$ cat src/rtl/pixel_scanner.sv
// Raster scan coordinate generator: walks (x, y) over a PIXEL_W x PIXEL_H frame,
// honouring downstream stall, with optional back-to-back continuous frames.
module pixel_scanner #(
    parameter int unsigned PIXEL_W = 800,
    parameter int unsigned PIXEL_H = 600
) (
    input  logic       clk,
    input  logic       rst_n,
    input  logic       start,
    input  logic       continuous,
    input  logic       stall,
    output logic [9:0] pixel_x,
    output logic [9:0] pixel_y,
    output logic       pixel_valid,
    output logic       first_pixel,
    output logic       last_pixel,
    output logic       busy,
    output logic       frame_done,
    output logic [7:0] frame_count
);

    localparam logic [9:0] XLast = 10'(PIXEL_W - 1);
    localparam logic [9:0] YLast = 10'(PIXEL_H - 1);

    typedef enum logic [1:0] {
        StIdle,
        StScan,
        StDone
    } state_e;

    state_e     state_q, state_d;
    logic [9:0] x_q, x_d;
    logic [9:0] y_q, y_d;
    logic       valid_q, valid_d;
    logic [7:0] count_q, count_d;

    always_ff @(posedge clk or negedge rst_n) begin
        if (!rst_n) begin
            state_q <= StIdle;
            x_q     <= '0;
            y_q     <= '0;
            valid_q <= 1'b0;
            count_q <= '0;
        end else begin
            state_q <= state_d;
            x_q     <= x_d;
            y_q     <= y_d;
            valid_q <= valid_d;
            count_q <= count_d;
        end
    end

    always_comb begin
        state_d = state_q;
        x_d     = x_q;
        y_d     = y_q;
        valid_d = valid_q;
        count_d = count_q;
        unique case (state_q)
            StIdle: begin
                if (start) begin
                    state_d = StScan;
                    x_d     = '0;
                    y_d     = '0;
                    valid_d = 1'b1;
                end
            end
            StScan: begin
                // A stalled cycle leaves every register untouched so no coordinate is lost.
                if (!stall) begin
                    if (x_q != XLast) begin
                        x_d = x_q + 10'd1;
                    end else if (y_q != YLast) begin
                        x_d = '0;
                        y_d = y_q + 10'd1;
                    end else begin
                        state_d = StDone;
                        x_d     = '0;
                        y_d     = '0;
                        valid_d = 1'b0;
                        count_d = count_q + 8'd1;
                    end
                end
            end
            StDone: begin
                // Coordinates are already back at (0,0), so a continuous restart only re-arms valid.
                if (continuous) begin
                    state_d = StScan;
                    valid_d = 1'b1;
                end else begin
                    state_d = StIdle;
                end
            end
            default: begin
                state_d = StIdle;
            end
        endcase
    end

    assign pixel_x     = x_q;
    assign pixel_y     = y_q;
    assign pixel_valid = valid_q;
    assign first_pixel = valid_q && (x_q == 10'd0) && (y_q == 10'd0);
    assign last_pixel  = valid_q && (x_q == XLast) && (y_q == YLast);
    assign busy        = (state_q != StIdle);
    assign frame_done  = (state_q == StDone);
    assign frame_count = count_q;

endmodule

$ cat config.mk
export PLATFORM = sky130hd
export DESIGN_NAME = pixel_scanner
export DESIGN_NICKNAME = d
export VERILOG_FILES = /design/src/rtl/pixel_scanner.sv
export SDC_FILE = /design/constraint.sdc
export NUM_CORES = 1
export LEC_CHECK = 0
export CAP_MARGIN = 15
export CORE_MARGIN = 5
export CORE_UTILIZATION = 42
export DETAILED_ROUTE_END_ITERATION = 12
export PLACE_DENSITY = 0.78
export SYNTH_ARGS = -nofsm -noshare
export SYNTH_HDL_FRONTEND = slang
export SYNTH_SLANG_ARGS = --single-unit
$ cat constraint.sdc
create_clock -name clk -period 2.15 [get_ports clk]
set_input_delay 0.645 -clock clk [delete_from_list [all_inputs] [get_ports clk]]
set_output_delay 0.645 -clock clk [all_outputs]
set_load 0.03 [all_outputs]
; ---- Word-level counts from Yosys, hierarchy flattened
; Cells that the tools add are included.
[totals]
ff_bits = 31
out_inout_bits = 33
elab_cells = 57
[op_classes]
addsub = 3
eq_ne = 11
muxes = 20
bitwise = 3
n_reduce_logical = 15
[op_table]
columns = op, count
row1 = 10-bit 2-to-1 mux, 6
row2 = 10-bit case mux with 2 select lines, 2
row3 = "10-bit by 1-bit adder with 10-bit output, second input constant", 2
row4 = "10-bit == test, second input constant", 2
row5 = 10-bit zero test, 2
row6 = "10-bit inequality test, second input constant", 2
row7 = 4-bit AND reduction, 3
row8 = "2-bit inequality test, second input constant", 5
row9 = "8-bit by 1-bit adder with 8-bit output, second input constant", 1
row10 = 2-bit 2-to-1 mux, 4
row11 = 1-bit 2-to-1 mux, 6
row12 = 2-bit case mux with 3 select lines, 1
row13 = 6-bit AND reduction, 1
row14 = 1-bit logical AND, 4
row15 = 2-bit nonzero test, 2
row16 = 1-bit inverter, 3
row17 = 1-bit case mux with 3 select lines, 1
row18 = 3-bit AND reduction, 1
row19 = 3-bit nonzero test, 1
row20 = "2-bit by 1-bit == test with 1-bit output, second input constant", 1
row21 = "2-bit == test, second input constant", 1
row22 = 2-bit zero test, 1

; ---- Longest topological paths before layout
; Gate-level depths: netlist of run 1.
[logic_depth]
depth_word = 5
ltp_mapped = 6
depth_no_buf = 5

; ---- Worst setup path after synthesis of run 1
; Ideal clock, no wire load.
[synth_timing]
kind = register to output
from = register x_q[0] (netlist: pixel_x[0])
to = output last_pixel
arrival_time_ns = 1.929
setup_slack_ns = -0.424
stages_incl_launch_ff = 5
cell_sequence = dfrtp_1 ha_1 and3_1 nand3_1 nor3_1
[synth_via]
elab_chain_cells = 3
[synth_rtl]
columns = item, line
row1 = from (decl), 32  ; logic [9:0] x_q, x_d;
row2 = from (signal assigned), 40  ; x_q <= '0;
row3 = from (signal assigned), 46  ; x_q <= x_d;
row4 = 10-bit == test, 104  ; assign last_pixel = valid_q && (x_q == XLast) && (y_q == YLast);
row5 = 1-bit logical AND (2 in a row), 104
row6 = to (decl), 16  ; output logic last_pixel,
; Every way passes these cells.

; ---- Worst setup path after layout of run 1
[layout_timing]
from = register y_q[2] (netlist: pixel_y[2])
to = output first_pixel
[layout_via]
elab_chain_cells = 2
[layout_rtl]
columns = item, line
row1 = from (decl), 33  ; logic [9:0] y_q, y_d;
row2 = from (signal assigned), 47  ; y_q <= y_d;
row3 = 10-bit zero test, 103  ; assign first_pixel = valid_q && (x_q == 10'd0) && (y_q == 10'd0);
row4 = 1-bit logical AND, 103
row5 = to (decl), 15  ; output logic first_pixel,
; Every way passes these cells.

==> results of run 1 <==
## power breakdown
part | switching [uW] | internal [uW]
logic | 349 | 265
clock network | 219 | 375
registers | 80.0 | 643
total | 648 | 1280
## flip-flops by register name (all words and copies together) (netlist names)
register / cells
state_q: 2
pixel_valid: 1
frame_count: 8
pixel_x: 10
pixel_y: 10
## routing by layer
layer	vias up	part of all wire (%)
met3	9	5.7
met4	0	1.4
met5	-	0
met2	47	48
li1	821	-
met1	798	45
## Yosys cell counts, types with 2 or more instances
cell | instances | area (um2)
a211o_1 | 2 | 17.5
a21o_1 | 2 | 15.0
a21oi_1 | 6 | 30.0
a221o_1 | 5 | 50.1
and2_1 | 2 | 12.5
and3_1 | 9 | 56.3
and4_1 | 4 | 35.0
dfrtp_1 | 31 | 776
ha_1 | 5 | 62.6
inv_1 | 9 | 33.8
nand2_1 | 10 | 37.5
nand2b_1 | 3 | 18.8
nand3_1 | 6 | 30.0
nand4_1 | 9 | 56.3
nor2_1 | 14 | 52.6
nor3_1 | 8 | 40.0
nor4_2 | 2 | 25.0
nor4_4 | 2 | 42.5
o21ai_0 | 4 | 20.0
o22ai_1 | 2 | 12.5
o31ai_1 | 5 | 37.5
or2_2 | 2 | 12.5
or3_1 | 3 | 18.8
or4_1 | 5 | 37.5
xor2_1 | 7 | 61.3
## critical path, stage by stage, from the launching register on
cell	delay, ps
dfrtp_1	490
nor4_4	330
nand4_1	180
nor3_4	140
buf_4	180
## through the flow
step	std cells	utilization, %
final	304	61.9
after global placement	291	57.2
after global routing	304	61.9
after floorplan	180	-
after detailed placement	291	57.2
after CTS	303	61.0
## cells by family (layout without fill, tap and decap cells)
group,Yosys count,count (layout),share of synthesized area (%)
multiplexers,3,3,1.79
AND/OR/NAND/NOR,87,87,31.0
buffers and inverters,12,84,2.96
XOR/XNOR,8,8,3.86
AO/OA/AOI/OAI,34,34,14.2
adder cells (fa/ha/maj),5,5,3.45
flip-flops,31,31,42.8
## area by class of cell
cell class / count / area, um2
Fill cell: 358 / 1620
Multi-Input combinational cell: 137 / 1030
Sequential cell: 31 / 781
Timing Repair Buffer: 67 / 612
Clock buffer: 6 / 82.6
Tap cell: 52 / 65.1
Clock inverter: 2 / 35.0
Inverter: 9 / 33.8
## final timing paths
| check | endpoint | cells past startpoint | slack [ps] | start |
|---|---|---|---|---|
| worst max-delay path | first_pixel | 4 | -100 | pixel_y[2] |
| worst min-delay path | frame_count[7] | 1 | 470 | frame_count[7] |
| worst max register to register | pixel_y[5] | 8 | 100 | pixel_y[3] |
| worst min register to register | frame_count[7] | 1 | 470 | frame_count[7] |
| max in group asynchronous | pixel_x[0] | 2 | 1090 | rst_n |
| min in group asynchronous | pixel_x[5] | 2 | 750 | rst_n |
## timing repair
| action | 4_1_cts | 5_1_grt |
|---|---|---|
| pin swaps | 1 | 1 |
| gates resized for setup | 10 | 12 |
| endpoints found under the setup margin | 6 | 12 |
| buffers inserted | 4 | 1 |
==> impl_metrics.env, run 1 <==
export IMPL_status="finished, violations left"
export IMPL_violations="setup timing"
export IMPL_startpoint_type="flop"
export IMPL_p_leak_uw=0.00138
export IMPL_finalPower_uw=1930
export IMPL_drive_above_1_share_pct=25.0
export IMPL_grt_max_degree=32
export IMPL_drc=0
export IMPL_globalRouteMet2Util_pct=29.1
export IMPL_io_pins=38
export IMPL_avgSynthCellArea_um2=10.1
export IMPL_async_reset_ff_share_pct=100
export IMPL_synth_main_ff_cell="dfrtp_1"
export IMPL_dieArea_um2=5730
export IMPL_first_pass_iters=4
export IMPL_pre_cts_ws_ps=-221
export IMPL_setup_viol=2
export IMPL_path_class="reg2out"
export IMPL_synthCells=180
export IMPL_final_cell_mix="buf_4 (31), dfrtp_1 (27), clkdlybuf4s50_1 (22), nor2_1 (14), nand2_1 (10)"
export IMPL_gp_congestion=0.865
export IMPL_start_util_pct=42.5
export IMPL_track_usage_pct=18.2
export IMPL_slew_headroom_pct=70.3
export IMPL_slew_violations=0
export IMPL_ys_types=48
export IMPL_setup_tns_ps=-174
export IMPL_rows=24
export IMPL_placed_area_um2=2440
export IMPL_synth_edff_count=0
export IMPL_final_common_cell="buf_4"
export IMPL_cts_hold_fix_buffers=0
export IMPL_cts_made_buffers=5
export IMPL_path_max_fanout=8
export IMPL_vias=1675
export IMPL_arrival_ps=1610
export IMPL_final_cell_area_um2=2640
export IMPL_synth_seq_cells=31
export IMPL_core_area_um2=4260
export IMPL_worst_slack_ps=-102
export IMPL_seq_area_frac_synth_pct=42.8
export IMPL_routed_wl_mm=4.64
export IMPL_rsz0062_at_grt="yes"
export IMPL_area_growth_pct=45.6
export IMPL_clk_pin_slew_ps=70
export IMPL_cts_root_buf="clkbuf_8"
export IMPL_min_period_ps=2250
export IMPL_place_hpwl_mm=3.31
export IMPL_antenna_cells=0
export IMPL_ant_nets=0
export IMPL_whs_ps=470
export IMPL_cts_tree="built"
export IMPL_use_met3_pct=5.28
export IMPL_die_h_um=75.7
export IMPL_grt_pass1_wl_mm=7.83
export IMPL_tightest_slew_ps=444
export IMPL_skew_ps=6.55
export IMPL_wl_per_cell_um=15.3
export IMPL_hold_path_class="reg2reg"
export IMPL_clockBufferDepth=2
export IMPL_via_per_inst=5.51
export IMPL_critPathCaptureType="output port"
export IMPL_antenna_found_initial=0
export IMPL_fmax_ghz=0.444
export IMPL_yosysWarnings=0
export IMPL_period_share_pct=105
export IMPL_powerDensity_nw_per_um2=731
export IMPL_first_global_vias=1686
export IMPL_met1_usage_pct=23.6
export IMPL_max_cap_violations=0
export IMPL_grt_overflow=0
export IMPL_syn_area_um2=1810
export IMPL_hold_viol=0
export IMPL_top_usage_layer="met2"
export IMPL_peakVddDrop_v=0.000461
export IMPL_syn_nets=190
export IMPL_die_w_um=75.7
export IMPL_clkLatencyLatePin_ps=280
export IMPL_required_ps=1500
export IMPL_port_buffers=37
export IMPL_nets=261
export IMPL_cts_num_sinks=31
export IMPL_drtIter0Drc=96
export IMPL_h_tree_depth=2
Power figures use the tool's default switching activity.
==> inputs of run 2 (changes only) <==
--- a/config.mk
+++ b/config.mk
@@ -5,7 +5,6 @@
 export SDC_FILE = /design/constraint.sdc
 export NUM_CORES = 1
 export LEC_CHECK = 0
-export CAP_MARGIN = 15
 export CORE_MARGIN = 5
 export CORE_UTILIZATION = 42
 export DETAILED_ROUTE_END_ITERATION = 12
==> results of run 2 <==
The final DEF is identical to that of run 1; final timing and power are the same.
